## src/rtl/perf_counter_unit.sv

```systemverilog
`default_nettype none
// ============================================================================
// perf_counter_unit : pipeline performance counters with sticky halt freeze,
//                     wrap/saturate overflow flag and a registered read port.
// Revision 1.0
// ============================================================================
module perf_counter_unit #(
  parameter int NUM_BR        = 8,
  parameter int CNT_W         = 32,
  parameter int FLUSH_PENALTY = 2,
  parameter int SATURATE      = 0
) (
  input  logic              clk,
  input  logic              rst_n,
  input  logic [NUM_BR-1:0] ev_br,
  input  logic              ev_flush,
  input  logic              ev_stall_if,
  input  logic              ev_stall_ex,
  input  logic              ev_halt,
  input  logic              clr,
  input  logic              rd_en,
  input  logic [7:0]        rd_addr,
  output logic [CNT_W-1:0]  rd_data,
  output logic              rd_valid,
  output logic              halted,
  output logic              ovf
);

  localparam int               c_NUM_CNT = 6 + 2 * NUM_BR;
  localparam logic [CNT_W-1:0] c_ONE     = CNT_W'(1);
  localparam logic [CNT_W-1:0] c_PENALTY = CNT_W'(FLUSH_PENALTY);

  logic [CNT_W-1:0]     r_cnt    [c_NUM_CNT];
  logic [CNT_W-1:0]     w_next   [c_NUM_CNT];
  logic                 w_at_max [c_NUM_CNT];
  logic [c_NUM_CNT-1:0] w_inc;
  logic [CNT_W-1:0]     w_rd_mux;
  logic                 w_any_max;
  logic                 w_active;
  logic                 r_halted;
  logic                 r_ovf;
  logic [CNT_W-1:0]     r_rd_data;
  logic                 r_rd_valid;

  assign w_active = !clr && !r_halted && !ev_halt;

  // Bit 1 (instr) means "not stalled"; the flush decrement is resolved in g_instr.
  always_comb begin
    w_inc    = '0;
    w_inc[0] = 1'b1;
    w_inc[1] = !(ev_stall_if || ev_stall_ex);
    w_inc[2] = ev_stall_if;
    w_inc[3] = ev_stall_ex;
    w_inc[4] = |ev_br;
    w_inc[5] = (|ev_br) && ev_flush;
    for (int i = 0; i < NUM_BR; i++) begin
      w_inc[6 + 2 * i] = ev_br[i];
      w_inc[7 + 2 * i] = ev_br[i] && ev_flush;
    end
  end

  for (genvar k = 0; k < c_NUM_CNT; k++) begin : g_cnt
    if (k == 1) begin : g_instr
      always_comb begin
        w_next[k]   = r_cnt[k];
        w_at_max[k] = 1'b0;
        if (w_inc[k]) begin
          if (ev_flush) begin
            w_next[k] = (r_cnt[k] >= c_PENALTY) ? (r_cnt[k] - c_PENALTY) : '0;
          end else if (&r_cnt[k]) begin
            w_at_max[k] = 1'b1;
            w_next[k]   = (SATURATE != 0) ? r_cnt[k] : '0;
          end else begin
            w_next[k] = r_cnt[k] + c_ONE;
          end
        end
      end
    end else begin : g_event
      always_comb begin
        w_next[k]   = r_cnt[k];
        w_at_max[k] = 1'b0;
        if (w_inc[k]) begin
          if (&r_cnt[k]) begin
            w_at_max[k] = 1'b1;
            w_next[k]   = (SATURATE != 0) ? r_cnt[k] : '0;
          end else begin
            w_next[k] = r_cnt[k] + c_ONE;
          end
        end
      end
    end
  end

  always_comb begin
    w_any_max = 1'b0;
    w_rd_mux  = '0;
    for (int k = 0; k < c_NUM_CNT; k++) begin
      w_any_max = w_any_max | w_at_max[k];
      if (rd_addr == 8'(k)) begin
        w_rd_mux = r_cnt[k];
      end
    end
  end

  // Read port samples the pre-update values, so a read in the clr cycle sees old data.
  always_ff @(posedge clk or negedge rst_n) begin
    if (!rst_n) begin
      for (int k = 0; k < c_NUM_CNT; k++) begin
        r_cnt[k] <= '0;
      end
      r_halted   <= 1'b0;
      r_ovf      <= 1'b0;
      r_rd_data  <= '0;
      r_rd_valid <= 1'b0;
    end else begin
      r_rd_valid <= rd_en;
      if (rd_en) begin
        r_rd_data <= w_rd_mux;
      end
      if (clr) begin
        for (int k = 0; k < c_NUM_CNT; k++) begin
          r_cnt[k] <= '0;
        end
        r_halted <= 1'b0;
        r_ovf    <= 1'b0;
      end else begin
        if (ev_halt) begin
          r_halted <= 1'b1;
        end
        if (w_active) begin
          for (int k = 0; k < c_NUM_CNT; k++) begin
            r_cnt[k] <= w_next[k];
          end
          if (w_any_max) begin
            r_ovf <= 1'b1;
          end
        end
      end
    end
  end

  assign rd_data  = r_rd_data;
  assign rd_valid = r_rd_valid;
  assign halted   = r_halted;
  assign ovf      = r_ovf;

endmodule
`default_nettype wire

```

## config.mk

```make
export PLATFORM = sky130hd
export DESIGN_NAME = perf_counter_unit
export DESIGN_NICKNAME = d
export VERILOG_FILES = /design/src/rtl/perf_counter_unit.sv
export SDC_FILE = /design/constraint.sdc
export NUM_CORES = 2
export LEC_CHECK = 0
export CAP_MARGIN = 5
export CORE_MARGIN = 2
export CORE_UTILIZATION = 55
export DETAILED_ROUTE_END_ITERATION = 6
export PLACE_DENSITY = 0.76
export SLEW_MARGIN = 25
export SYNTH_ARGS = -nofsm -noshare
export SYNTH_HDL_FRONTEND = slang
export SYNTH_SLANG_ARGS = --single-unit
```

## constraint.sdc

```tcl
create_clock -name clk -period 3.2 [get_ports clk]
set_input_delay 0.64 -clock clk [delete_from_list [all_inputs] [get_ports clk]]
set_output_delay 0.64 -clock clk [all_outputs]
set_load 0.01 [all_outputs]
```

==> out/summary.log <==
INFO  timing         max_freq=0.3349GHz
INFO  power          p_per_area=425.2nW/um2
INFO  global_route   first_global_vias=43900
INFO  finish         final_nets=5906
INFO  status         status=completed
INFO  route          post_route_wl=202900um
INFO  cts            clock_pin_slew_on_the_worst_setup_and_hold_paths=0.06ns
INFO  finish         post_route_cells_drive_above_1_share=0.1373
INFO  cts            post_cts_buffers=0
INFO  timing         hold_ws=0.4091ns
INFO  worst_setup_path critical_path.max_fanout=15
INFO  yosys          synth_cells=5507
INFO  floorplan      start_util=0.5559
INFO  floorplan      die-area=86920um2
INFO  route          drt-initial-drc-count=7512
INFO  yosys          synth.yosys.warnings=0
INFO  flow_run       timing.max_cap.violations=0
INFO  route          viasPerCell=6.794
INFO  power          gate_power_share=0.129
INFO  floorplan      core=83690um2
INFO  cts            worst_skew_pair.late_latency=0.68ns
INFO  yosys          synth.ff_latch_count=739
INFO  power          internal_power_contribution=16.63mW
INFO  worst_setup_path timing.rr.end=ovf
INFO  power          p_clk_frac=0.451
INFO  timing         report.final.hold_viol_count=0
INFO  worst_setup_path regToRegSetupSlack=0.24ns
INFO  route          drc=0
INFO  worst_setup_path crit_path_end_kind=flop
INFO  global_route   maximum_number_of_pins_on_one_net_before_global_route_repair=85
INFO  global_route   antenna_found_initial=14
INFO  cts            ctsHtreeMaxLevel=3
INFO  cts            cts_tree=built
INFO  power          power.static_leakage=22.72nW
INFO  finish         finish.utilization=0.6513
INFO  worst_setup_path reg2regPathDepth=7
INFO  worst_setup_path critical_path.reg2reg.startpoint=r_cnt[256]
INFO  worst_setup_path timing.setup.critical_path_class=input port to flop
INFO  route          routed-via-count=48000
INFO  worst_setup_path cp_slowest_stage_delay=0.42ns
INFO  worst_hold_path hp-class=input port to flop
INFO  worst_setup_path crit_path_launch_type=input port
INFO  place          dpl.hpwl=157300um
INFO  timing         finalSetupViolations=0
INFO  global_route   grt_pass1_wl=295600um
INFO  finish         layout.cells.most_common_list=834 x nor2_1, 739 x dfrtp_1, 571 x nand2_1
INFO  yosys          primary_flip_flop_cell_chosen_by_synthesis_mapping=dfrtp_1
INFO  finish         layout-area-overhead-vs-synth=17.17%
INFO  yosys          seq_area_frac_synth=0.3975
INFO  yosys          netlist_area=46520um2
INFO  timing         final_report_max_slew_violation_count=0
INFO  place          gp_routability_congestion=1.055
INFO  cts            clk_root_buffer_cell=clkbuf_16
INFO  timing         layout_worst_path_cycle_share=0.9332
INFO  worst_setup_path cp_num_cells=12
INFO  cts            clock_buffer_count_from_cts=86
INFO  floorplan      row_count=106
INFO  timing         final.min_clock_period=2.986ns
INFO  power          net_switching_power=6.544mW
INFO  yosys          async_reset_ff_frac=1.000
INFO  yosys          synthDistinctLibCells=104
INFO  route          postRouteAntennaNets=0
INFO  yosys          syn_area_per_cell=8.447um2
INFO  global_route   grt.overflow.total=0
INFO  floorplan      floorplan.die.width=294.8um
INFO  worst_setup_path timing.critical_path.cells=clkdlybuf4s50_1 > buf_4 > nor4_4 > buf_12 > nand3_1 > buf_4 > a21o_1 > a31oi_1 > o21ai_0 > buf_4 > a31oi_1 > o21ai_0
INFO  route          drt_first_pass_iters=6
INFO  timing         worst_slew_pin_slew=1.089ns
INFO  worst_setup_path cp.required=3.73ns
INFO  worst_setup_path worstPathArrival=3.52ns
INFO  power          netSwitchingFraction=0.2823
INFO  route          wl_per_cell=28.71um
INFO  power          max-vdd-ir-drop=0.0004975V
INFO  worst_setup_path cp_top_family=compound AO/OA/AOI/OAI gates
INFO  global_route   globalRouteTotalUtil=0.4621
INFO  place          port_buf_inserts=58
INFO  worst_setup_path worst_setup_path_startpoint=rd_addr[7]
INFO  power          power_frac_seq=0.420
INFO  cts            cts.path.max_buffers=3
INFO  cts            cts.sinks=739
INFO  worst_setup_path endpoint=rd_data[9]
INFO  timing         rsz0062_at_grt=false
INFO  worst_setup_path cp.buffers_inverters=5
INFO  timing         fin_worst_skew=0.02934ns
INFO  yosys          synthesis.nets=5556
INFO  timing         max-slew-margin-rel=0.2716
INFO  worst_setup_path cpMostUsedCell=buf_4
INFO  floorplan      vert_die_dim=294.8um
INFO  yosys          synth_edf_count=0
INFO  finish         layout.cells.most_common=nor2_1
INFO  worst_setup_path cpMaxStageDelayCell=clkdlybuf4s50_1
INFO  floorplan      top_level_ports=59
==> layer usage <==
| metal | wire, um | GRT usage | up-vias |
|---|---|---|---|
| met5 | 197 | 0 | - |
| met1 | 81870 | 0.6718 | 23430 |
| met3 | 28010 | 0.1193 | 557 |
| met2 | 83510 | 0.6557 | 3287 |
| li1 | - | - | 20710 |
| met4 | 9273 | 0.1777 | 14 |
==> worst register-to-register path: cells and delay by family, from the launching register on <==
family / cells / cell delay [ns]
AO/OA/AOI/OAI: 3 / 1.04
adder cells (fa/ha/maj): 1 / 0.28
flip-flops: 1 / 0.47
AND/OR/NAND/NOR: 3 / 1.11
==> through the flow <==
stage          setup TNS, ns  setup WS [ns]  instance area [um2]  cells  power (mW)
2_1_floorplan              0         0.7072                46520   5507       11.30
3_3_place_gp          -2.951        -0.5931                51510   6902       12.72
3_5_place_dp          -3.298        -0.3832                51520   6902       12.74
4_1_cts                    0        0.01843                54490   7061       23.04
5_1_grt                    0         0.1696                54500   7061       23.68
6_report                   0         0.2137                54510   7065       23.18
==> cell usage after synthesis, drive strengths merged (15+ instances only) <==
cell     instances  area share
nor2           843       0.069
dfrtp          739        0.40
nand2          571       0.046
o21ai          420       0.046
xor2           309       0.058
nand3          303       0.033
a21oi          232       0.025
nand4          190       0.026
nor3           150       0.019
clkbuf         148       0.012
buf            139       0.016
xnor2          129       0.024
and3            96       0.013
and4            82       0.015
o22ai           82       0.011
mux2i           75       0.016
inv             73      0.0059
or3             72      0.0097
nor4            70       0.013
a31oi           62      0.0083
o31ai           61       0.011
and2            56      0.0075
a22oi           41      0.0066
nor2b           39      0.0052
mux2            36      0.0087
or4             34      0.0063
nand2b          31      0.0042
o221ai          31      0.0058
a22o            27      0.0051
ha              25      0.0067
a221oi          24      0.0045
o2bb2ai         22      0.0041
a211oi          21      0.0035
or2             21      0.0028
mux4            19      0.0092
o41ai           18      0.0034
a21o            17      0.0027
o211ai          17      0.0030
nor3b           15      0.0031
==> cells by family after synthesis <==
logic type      share of synthesized area
buf+inv                           0.03443
flops                              0.3975
fa+ha+maj                        0.006724
xor+xnor                          0.08246
compound gates                     0.1642
mux                               0.03405
simple gates                       0.2806
==> flip-flops by register name (all words and copies together), names as in the netlist <==
name,cells
r_cnt,704
rd_data,32
halted,1
ovf,1
rd_valid,1
==> repair_timing <==
| action | CTS | global route |
|---|---|---|
| hold buffers | 1 | 0 |
| setup endpoints to repair | 0 | 1 |
| resized for setup | 0 | 1 |
| hold endpoints to repair | 33 | 0 |
==> worst min-delay path by stage <==
stage                    start    endpoint  slack (ns)  cells past startpoint
floorplan                rst_n      halted        0.34                      0
global placement    r_cnt[351]  r_cnt[351]        0.46                      2
detailed placement  r_cnt[351]  r_cnt[351]        0.47                      2
CTS                        clr   r_cnt[24]        0.39                      2
global route               clr   r_cnt[62]        0.42                      2
finish                     clr   r_cnt[24]        0.41                      2
==> power groups by stage <==
stage | registers (mW) | logic (mW) | clock network (mW)
after floorplan | 9.73 | 1.57 | 0
after global placement | 9.87 | 2.85 | 0
after detailed placement | 9.87 | 2.87 | 0
after CTS | 9.70 | 2.88 | 10.5
after global routing | 9.73 | 3.14 | 10.8
final | 9.73 | 2.99 | 10.5
==> cell type report <==
| type | instances | area (um2) |
|---|---|---|
| sequential | 739 | 18490 |
| antenna | 4 | 10.01 |
| multi-input combinational | 4407 | 26450 |
| fill | 7026 | 29180 |
| clock buffer | 127 | 2559 |
| timing repair buffer | 549 | 4893 |
| inverter | 74 | 277.8 |
| clock inverter | 31 | 405.4 |
| tap | 1134 | 1419 |
No activity file was read; power rests on OpenSTA's default activity.
